$ cat src/rtl/arm_multicycle_ctrl_pkg.sv
// Shared types and encodings for the ARM-subset multicycle controller.
// The optional memory wait-state feature is enabled by defining CTRL_MEM_WAIT_EN.
package arm_ctrl_pkg;

    typedef enum logic [3:0] {
        FETCH,
        DECODE,
        MEMADR,
        MEMRD,
        MEMWB,
        MEMWR,
        EXECR,
        EXECI,
        ALUWB,
        BRANCH
    } ctrl_state_t;

    localparam logic [1:0] ALU_ADD = 2'b00;
    localparam logic [1:0] ALU_SUB = 2'b01;
    localparam logic [1:0] ALU_AND = 2'b10;
    localparam logic [1:0] ALU_ORR = 2'b11;

    localparam logic [1:0] IMM_ROT8 = 2'b00;
    localparam logic [1:0] IMM_12   = 2'b01;
    localparam logic [1:0] IMM_24   = 2'b10;

    localparam logic [1:0] RES_ALUOUT = 2'b00;
    localparam logic [1:0] RES_DATA   = 2'b01;
    localparam logic [1:0] RES_ALU    = 2'b10;

    localparam logic [1:0] SRCB_WD   = 2'b00;
    localparam logic [1:0] SRCB_IMM  = 2'b01;
    localparam logic [1:0] SRCB_FOUR = 2'b10;

    localparam logic [1:0] OP_DP  = 2'b00;
    localparam logic [1:0] OP_MEM = 2'b01;
    localparam logic [1:0] OP_BR  = 2'b10;

    localparam logic [3:0] CMD_AND = 4'b0000;
    localparam logic [3:0] CMD_SUB = 4'b0010;
    localparam logic [3:0] CMD_ADD = 4'b0100;
    localparam logic [3:0] CMD_ORR = 4'b1100;

    localparam logic [3:0] COND_EQ = 4'b0000;
    localparam logic [3:0] COND_NE = 4'b0001;
    localparam logic [3:0] COND_CS = 4'b0010;
    localparam logic [3:0] COND_CC = 4'b0011;
    localparam logic [3:0] COND_MI = 4'b0100;
    localparam logic [3:0] COND_PL = 4'b0101;
    localparam logic [3:0] COND_VS = 4'b0110;
    localparam logic [3:0] COND_VC = 4'b0111;
    localparam logic [3:0] COND_HI = 4'b1000;
    localparam logic [3:0] COND_LS = 4'b1001;
    localparam logic [3:0] COND_GE = 4'b1010;
    localparam logic [3:0] COND_LT = 4'b1011;
    localparam logic [3:0] COND_GT = 4'b1100;
    localparam logic [3:0] COND_LE = 4'b1101;
    localparam logic [3:0] COND_AL = 4'b1110;

    localparam int FLAG_N = 3;
    localparam int FLAG_Z = 2;
    localparam int FLAG_C = 1;
    localparam int FLAG_V = 0;

    typedef struct packed {
        logic       pc_write;
        logic       adr_src;
        logic       mem_write;
        logic       ir_write;
        logic [1:0] result_src;
        logic       alu_src_a;
        logic [1:0] alu_src_b;
        logic [1:0] alu_control;
        logic       reg_write;
    } ctrl_out_t;

endpackage

$ cat src/rtl/arm_multicycle_ctrl_cond_check.sv
// Condition-field evaluation against the NZCV flags register, plus that register.
// Logical ops (AND/ORR) update only N and Z; C and V are held.
module cond_check
    import arm_ctrl_pkg::*;
#(
    parameter int FLAG_W = 4
) (
    input  logic              clk,
    input  logic              reset,
    input  logic [3:0]        cond_i,
    input  logic [FLAG_W-1:0] alu_flags_i,
    input  logic              flag_write_i,
    input  logic              logic_op_i,
    output logic [FLAG_W-1:0] flags_o,
    output logic              cond_ex_o
);

    logic [FLAG_W-1:0] flags_q;
    logic [FLAG_W-1:0] flags_d;
    logic n, z, c, v;

    assign n = flags_q[FLAG_N];
    assign z = flags_q[FLAG_Z];
    assign c = flags_q[FLAG_C];
    assign v = flags_q[FLAG_V];

    always_comb begin
        cond_ex_o = 1'b0;
        case (cond_i)
            COND_EQ: cond_ex_o = z;
            COND_NE: cond_ex_o = ~z;
            COND_CS: cond_ex_o = c;
            COND_CC: cond_ex_o = ~c;
            COND_MI: cond_ex_o = n;
            COND_PL: cond_ex_o = ~n;
            COND_VS: cond_ex_o = v;
            COND_VC: cond_ex_o = ~v;
            COND_HI: cond_ex_o = c & ~z;
            COND_LS: cond_ex_o = ~c | z;
            COND_GE: cond_ex_o = (n == v);
            COND_LT: cond_ex_o = (n != v);
            COND_GT: cond_ex_o = ~z & (n == v);
            COND_LE: cond_ex_o = z | (n != v);
            COND_AL: cond_ex_o = 1'b1;
            default: cond_ex_o = 1'b0;
        endcase
    end

    // A failed condition must leave the flags untouched as well.
    always_comb begin
        flags_d = flags_q;
        if (flag_write_i && cond_ex_o) begin
            flags_d[FLAG_N] = alu_flags_i[FLAG_N];
            flags_d[FLAG_Z] = alu_flags_i[FLAG_Z];
            if (!logic_op_i) begin
                flags_d[FLAG_C] = alu_flags_i[FLAG_C];
                flags_d[FLAG_V] = alu_flags_i[FLAG_V];
            end
        end
    end

    always_ff @(posedge clk or posedge reset) begin
        if (reset) begin
            flags_q <= '0;
        end else begin
            flags_q <= flags_d;
        end
    end

    assign flags_o = flags_q;

endmodule

$ cat src/rtl/arm_multicycle_ctrl.sv
// Multicycle Moore controller for ADD/SUB/AND/ORR, LDR/STR and B with conditional execution.
// Define CTRL_MEM_WAIT_EN to stall FETCH/MEMRD/MEMWR until MemReady is high.
module arm_multicycle_ctrl
    import arm_ctrl_pkg::*;
#(
    parameter int          FLAG_W      = 4,
    parameter ctrl_state_t RESET_STATE = FETCH
) (
    input  logic              clk,
    input  logic              reset,
    input  logic [31:0]       Instr,
    input  logic [FLAG_W-1:0] ALUFlags,
    input  logic              MemReady,
    output logic              PCWrite,
    output logic              AdrSrc,
    output logic              MemWrite,
    output logic              IRWrite,
    output logic [1:0]        ResultSrc,
    output logic              ALUSrcA,
    output logic [1:0]        ALUSrcB,
    output logic [1:0]        ALUControl,
    output logic [1:0]        ImmSrc,
    output logic [1:0]        RegSrc,
    output logic              RegWrite,
    output logic [FLAG_W-1:0] Flags,
    output ctrl_state_t       state_o
);

    ctrl_state_t state_q, state_d;
    ctrl_out_t   out_q, out_d;

    logic [1:0] op;
    logic [3:0] cmd;
    logic       i_bit, s_bit, l_bit;
    logic       rd_is_pc, dp_nop, logic_op;
    logic [1:0] alu_ctrl;
    logic       cond_ex, flag_write, mem_ready;
    logic       unused_bits;

    assign op       = Instr[27:26];
    assign i_bit    = Instr[25];
    assign cmd      = Instr[24:21];
    assign s_bit    = Instr[20];
    assign l_bit    = Instr[20];
    assign rd_is_pc = (Instr[15:12] == 4'hF);
    assign logic_op = (cmd == CMD_AND) || (cmd == CMD_ORR);
    assign dp_nop   = !((cmd == CMD_ADD) || (cmd == CMD_SUB) || logic_op);

    assign unused_bits = ^{Instr[19:16], Instr[11:0], MemReady};

`ifdef CTRL_MEM_WAIT_EN
    assign mem_ready = MemReady;
`else
    assign mem_ready = 1'b1;
`endif

    always_comb begin
        alu_ctrl = ALU_ADD;
        case (cmd)
            CMD_SUB: alu_ctrl = ALU_SUB;
            CMD_AND: alu_ctrl = ALU_AND;
            CMD_ORR: alu_ctrl = ALU_ORR;
            default: alu_ctrl = ALU_ADD;
        endcase
    end

    always_comb begin
        ImmSrc = IMM_ROT8;
        case (op)
            OP_MEM:  ImmSrc = IMM_12;
            OP_BR:   ImmSrc = IMM_24;
            default: ImmSrc = IMM_ROT8;
        endcase
    end

    assign RegSrc = {op == OP_MEM, op == OP_BR};

    // Flags load on the edge that ends an execute state; NOP commands leave them alone.
    assign flag_write = ((state_q == EXECR) || (state_q == EXECI)) && s_bit && !dp_nop;

    cond_check #(
        .FLAG_W (FLAG_W)
    ) u_cond_check (
        .clk          (clk),
        .reset        (reset),
        .cond_i       (Instr[31:28]),
        .alu_flags_i  (ALUFlags),
        .flag_write_i (flag_write),
        .logic_op_i   (logic_op),
        .flags_o      (Flags),
        .cond_ex_o    (cond_ex)
    );

    always_comb begin
        state_d = state_q;
        case (state_q)
            FETCH:   if (mem_ready) state_d = DECODE;
            DECODE: begin
                case (op)
                    OP_DP:   state_d = i_bit ? EXECI : EXECR;
                    OP_MEM:  state_d = MEMADR;
                    OP_BR:   state_d = BRANCH;
                    default: state_d = FETCH;
                endcase
            end
            EXECR:   state_d = ALUWB;
            EXECI:   state_d = ALUWB;
            ALUWB:   state_d = FETCH;
            MEMADR:  state_d = l_bit ? MEMRD : MEMWR;
            MEMRD:   if (mem_ready) state_d = MEMWB;
            MEMWB:   state_d = FETCH;
            MEMWR:   if (mem_ready) state_d = FETCH;
            BRANCH:  state_d = FETCH;
            default: state_d = FETCH;
        endcase
    end

    // Outputs are registered from the next state, so write enables for ALUWB
    // are fixed with the flags as they stood before the execute-edge update.
    function automatic ctrl_out_t state_outputs(ctrl_state_t st, logic cex, logic wb_pc,
                                                logic wb_ok, logic [1:0] alu);
        ctrl_out_t o;
        o = '0;
        case (st)
            FETCH: begin
                o.ir_write    = 1'b1;
                o.pc_write    = 1'b1;
                o.alu_src_a   = 1'b1;
                o.alu_src_b   = SRCB_FOUR;
                o.alu_control = ALU_ADD;
                o.result_src  = RES_ALU;
            end
            DECODE: begin
                o.alu_src_a  = 1'b1;
                o.alu_src_b  = SRCB_FOUR;
                o.result_src = RES_ALU;
            end
            EXECR:  o.alu_control = alu;
            EXECI: begin
                o.alu_src_b   = SRCB_IMM;
                o.alu_control = alu;
            end
            ALUWB: begin
                o.result_src = RES_ALUOUT;
                o.reg_write  = cex & wb_ok & ~wb_pc;
                o.pc_write   = cex & wb_ok & wb_pc;
            end
            MEMADR: o.alu_src_b = SRCB_IMM;
            MEMRD:  o.adr_src = 1'b1;
            MEMWR: begin
                o.adr_src   = 1'b1;
                o.mem_write = cex;
            end
            MEMWB: begin
                o.result_src = RES_DATA;
                o.reg_write  = cex;
            end
            BRANCH: begin
                o.alu_src_b  = SRCB_IMM;
                o.result_src = RES_ALU;
                o.pc_write   = cex;
            end
            default: o = '0;
        endcase
        return o;
    endfunction

    assign out_d = state_outputs(state_d, cond_ex, rd_is_pc, ~dp_nop, alu_ctrl);

    always_ff @(posedge clk or posedge reset) begin
        if (reset) begin
            state_q <= RESET_STATE;
            out_q   <= state_outputs(RESET_STATE, 1'b0, 1'b0, 1'b0, ALU_ADD);
        end else begin
            state_q <= state_d;
            out_q   <= out_d;
        end
    end

    // While FETCH waits on memory, the PC/IR loads fire only in the ready cycle.
    assign IRWrite    = out_q.ir_write & mem_ready;
    assign PCWrite    = out_q.pc_write & (mem_ready | (state_q != FETCH));
    assign AdrSrc     = out_q.adr_src;
    assign MemWrite   = out_q.mem_write;
    assign ResultSrc  = out_q.result_src;
    assign ALUSrcA    = out_q.alu_src_a;
    assign ALUSrcB    = out_q.alu_src_b;
    assign ALUControl = out_q.alu_control;
    assign RegWrite   = out_q.reg_write;
    assign state_o    = state_q;

endmodule
$ cat config.mk
export PLATFORM = sky130hd
export DESIGN_NAME = arm_multicycle_ctrl
export DESIGN_NICKNAME = d
export VERILOG_FILES = /design/src/rtl/arm_multicycle_ctrl_pkg.sv /design/src/rtl/arm_multicycle_ctrl_cond_check.sv /design/src/rtl/arm_multicycle_ctrl.sv
export SDC_FILE = /design/constraint.sdc
export NUM_CORES = 1
export LEC_CHECK = 0
export ABC_CLOCK_PERIOD_IN_PS = 5260
export CAP_MARGIN = 5
export CORE_ASPECT_RATIO = 0.9
export CORE_UTILIZATION = 60
export CTS_CLUSTER_SIZE = 10
export DETAILED_ROUTE_END_ITERATION = 6
export DONT_BUFFER_PORTS = 1
export GPL_TIMING_DRIVEN = 0
export PLACE_DENSITY = 0.73
export SLEW_MARGIN = 15
export SYNTH_ARGS = -nofsm -noshare
export SYNTH_HDL_FRONTEND = slang
export SYNTH_HIERARCHICAL = 1
export SYNTH_SLANG_ARGS = --single-unit
$ cat constraint.sdc
create_clock -name clk -period 5.26 [get_ports clk]
set_input_delay 0.263 -clock clk [delete_from_list [all_inputs] [get_ports clk]]
set_output_delay 0.263 -clock clk [all_outputs]
set_load 0.05 [all_outputs]
# == Yosys cells after proc, flatten, opt, wreduce, memory -nomap -nowiden ==
# Index checks and enable logic that the tools add are counted.
# classes
eq_ne,36
muxes,16
bitwise_logic,13
reduce_logical,19
# op_table
cell,count
"4-bit by 3-bit == test with 1-bit output, second input constant",11
"4-bit == test, second input constant",11
"4-bit by 2-bit == test with 1-bit output, second input constant",7
4-bit one-hot mux with 5 select lines,1
4-bit zero test,4
1-bit one-hot mux with 15 select lines,1
"4-bit by 1-bit == test with 1-bit output, second input constant",3
2-bit one-hot mux with 2 select lines,3
4-bit one-hot mux with 3 select lines,1
2-bit OR reduction,4
1-bit inverter,6
2-bit one-hot mux with 3 select lines,1
3-bit OR reduction,2
1-bit AND,5
1-bit 2-to-1 mux,5
1-bit logical OR,4
1-bit logical AND,3
3-bit 2-to-1 mux,1
1-bit one-hot mux with 3 select lines,1
"2-bit by 1-bit == test with 1-bit output, second input constant",1
"2-bit == test, second input constant",1
2-bit zero test,1
2-bit 2-to-1 mux,1
1-bit bitwise OR,2
4 further kinds,4
# totals
regBits,20
input_bits,39
output_inout_bits,24
elab_cells,96

# == Longest topological paths before layout ==
# depth
depth_word,6
depth_mapped,9
depth_no_buf,8

# == Hierarchy ==
# Netlist, hierarchy kept.
# modules_own_cells
module,n_inst,cells_each,area_each_um2,seq_area_each_um2
arm_multicycle_ctrl,1,78,817.0,406.6
cond_check,1,44,407.9,100.1

# == Worst setup path before layout ==
# Ideal clock, no wire load.
# synth_path
path_kind,register to register
startpoint,register u_cond_check.flags_q[3] (netlist: u_cond_check/flags_o[3])
endpoint,register out_q (netlist bit PCWrite)
setup_time_ns,0.088
arrival_time_ns,2.097
required_time_ns,5.172
slack_ns,3.075
path_stages_with_launch,8
path_buffers,0
synth_period_minus_slack_ns,2.185
cell_sequence,dfrtp_1 > and3b_1 > a21oi_2 > o221ai_2 > nor4_2 > inv_1 > and4_1 > or3_1
# synth_lines
element,line_no,rtl
"start, declared",arm_multicycle_ctrl_cond_check.sv:18,logic [FLAG_W-1:0] flags_q;
"start signal, assigned",arm_multicycle_ctrl_cond_check.sv:66,flags_q <= flags_d;
"end signal, assigned",arm_multicycle_ctrl.sv:173,"out_q <= state_outputs(RESET_STATE, 1'b0, 1'b0, 1'b0, ALU_ADD);"
"end signal, assigned",arm_multicycle_ctrl.sv:176,out_q <= out_d;
"end, declared",arm_multicycle_ctrl.sv:30,"ctrl_out_t out_q, out_d;"

==> flow_summary.yaml <==
run_status:
  status: "finished clean"
timing:
  worstMarginPinSlew_ns: 0.993
  setup_viol: 0
  rsz0062_at_grt: "no"
  fin_worst_skew_ns: 0.00378
  timing.fmax_mhz: 408
  drv_slew: 0
  finalCritPeriodShare_pct: 46.6
  final.setup.worst_slack_ns: 2.81
  tns_ns: 0
  hold_viol_final: 0
  slew-limit-headroom_pct: 33.7
  min_period_ns: 2.45
  holdWs_ns: 0.0221
global_routing:
  grt_pass1_vias: 833
  grt_max_degree: 17
  grt_overflow: 0
  grt_first_pass_wirelength_mm: 3.85
  track_usage_pct: 23.7
  antenna_found_initial: 0
worst_setup_path:
  path_max_fanout: 6
  required_ns: 5.49
  path_delay_family: "simple AND/OR/NAND/NOR gates"
  path_cells: "and3b_1 -> a21oi_2 -> o221ai_2 -> nor4_2 -> inv_1 -> and4_1 -> or3_1"
  worstSetupPathType: "reg -> reg"
  cp.arrival_ns: 2.68
  cp_num_buf_inv: 1
  critPathCaptureType: "flop"
  crit_slowest_cell: "dfrtp_1"
  cp-start-kind: "flop"
  slowest_delay_ns: 0.64
clocking:
  cts_root_buffer: "clkbuf_4"
  htree_levels: 1
  clk_pin_slew_ns: 0.11
  clockBufferDepth: 2
  cts.sinks: 20
  cts_made_buffers: 3
  cts_tree: "yes"
  clk_latency_ns: 0.30
placement:
  port_buffers: 0
  place_inst: 147
  gp_congestion: 0.798
  dpl_cell_area_um2: 1260
  pre_cts_ws_ns: 2.85
  dp_hpwl_mm: 1.77
detailed_routing:
  drc: 0
  vias: 965
  drtIter0Drc: 17
  firstDrtPassIters: 4
  detail-route-antenna-nets: 0
  routedWlPerCell_um: 16.0
  viasPerCell: 6.31
  wirelength_mm: 2.45
layout:
  drive_above_1_share_pct: 22.7
  diodes: 0
  layout.cells.non_filler: 153
  syn_to_final_growth_pct: 7.15
  fin_area_um2: 1310
  final_util_pct: 68.6
  fin_nets: 168
power_and_ir_drop:
  peakVddDrop_mv: 0.433
  pwr_density_cell_nw_per_um2: 548
  cellLeakagePower_nw: 0.557
  p_total_uw: 720
logic_synthesis:
  netlist-cell-type-count: 46
  ys.flop_type: "dfrtp_1"
  synth_top_area_share_pct: 30.6
  synth_seq_cells: 20
  async_reset_ff_share_pct: 100
  syn_area_um2: 1220
  seq_area_frac_synth_pct: 41.4
  synth.area.top_cells: "dfrtp_1 31%, dfstp_2 11%, nor3b_1 4.3%"
  synthTopCellsByCount: "15 x dfrtp_1, 11 x nor2_1, 7 x nor3b_1, 6 x inv_1"
  syn_avg_cell_area_um2: 10.0
  yosysTopAreaCell: "dfrtp_1"
  synth_edf_count: 0
  synth_nets: 161
  synth_cells: 122
  yosysWarningCount: 6
  post-synth-top-count-cell: "dfrtp_1"
hold_path:
  hp-class: "in -> reg"
floorplanning:
  io_pins: 63
  die_x_um: 49.6
  die_height_um: 44.9
  initial_utilization_pct: 64.0
  fp.coreArea_um2: 1910
  core.rowCount: 15
  dieArea_um2: 2230
run:
  cap_violations: 0
## routing by layer
metal,part of all wire [%],wire length [um],up-vias,global-route usage [%]
met4,0.49,12,0,4.57
met1,49,1190,464,35.1
li1,-,-,455,-
met3,7.7,189,2,7.41
met5,0,0,-,0
met2,43,1050,44,34.3
## placed cells by master (no fill, tap or decap), types with 2 or more instances in the layout
master and count:
buf_6 3, nor2b_1 4, mux2_1 4, nor4_1 2, buf_4 3, dlygate4sd3_1 2, nand2_1 5, nand2b_1 4
nand3_1 5, clkbuf_4 3, xor2_1 3, nand4_1 3, a21oi_1 5, nor3_1 5, and3_2 2, inv_1 6
dfstp_2 5, nor3b_1 7, dfrtp_1 15, nor2_1 11, o32ai_1 2, nand3b_1 2
## what timing repair did
| item | CTS | global route |
|---|---|---|
| endpoints found under the hold margin | 15 | 1 |
| hold buffers | 1 | 1 |
| buffers inserted | 0 | 0 |
| resized for setup | 0 | 0 |
## flip-flops by register name (all words and copies together), names as in the netlist
signal,flops
ALUControl,2
ALUSrcA,1
ALUSrcB,2
AdrSrc,1
IRWrite,1
MemWrite,1
PCWrite,1
RegWrite,1
ResultSrc,2
state_o,4
u_cond_check/flags_o,4
## worst paths after layout
check,startpoint,to,slack (ns),cells past startpoint
hold / removal,Instr[20],MemWrite$_DFF_PP0_,0.02,1
min in group asynchronous,reset,u_cond_check/flags_o[2]$_DFFE_PP0P_,0.29,2
hold reg to reg,state_o[3]$_DFF_PP0_,state_o[3]$_DFF_PP0_,0.92,1
max in group asynchronous,reset,MemWrite$_DFF_PP0_,4.40,2
setup reg to reg,u_cond_check/flags_o[3]$_DFFE_PP0P_,PCWrite$_DFF_PP1_,2.81,7
setup / recovery,u_cond_check/flags_o[3]$_DFFE_PP0P_,PCWrite$_DFF_PP1_,2.81,7
## area by class of cell
class | count | area, um2
timing repair buffer | 2 | 20.0
sequential | 20 | 507
tap | 25 | 31.3
buffer | 7 | 61.3
inverter | 6 | 22.5
multi-input combinational | 89 | 634
clock buffer | 4 | 36.3
fill | 152 | 602
## cell families (layout without fill, tap and decap cells)
| logic type | after synthesis | after routing | synth area share [%] |
|---|---|---|---|
| buffers and inverters | 13 | 19 | 6.84 |
| muxes | 5 | 5 | 4.49 |
| xor gates and xnor gates | 4 | 4 | 2.86 |
| DFF | 20 | 20 | 41.4 |
| AOI/OAI and AO/OA | 19 | 19 | 13.9 |
| and+or+nand+nor | 61 | 61 | 30.5 |
## power by group
part           leakage [nW]  internal [mW]  total (mW)  switching [mW]
Clock                0.0210         0.0422      0.0889          0.0466
Combinational         0.280          0.100       0.226           0.125
Sequential            0.256          0.213       0.405           0.192
Total                 0.557          0.355       0.720           0.364
Note: power is estimated with default switching activity, not from simulation.
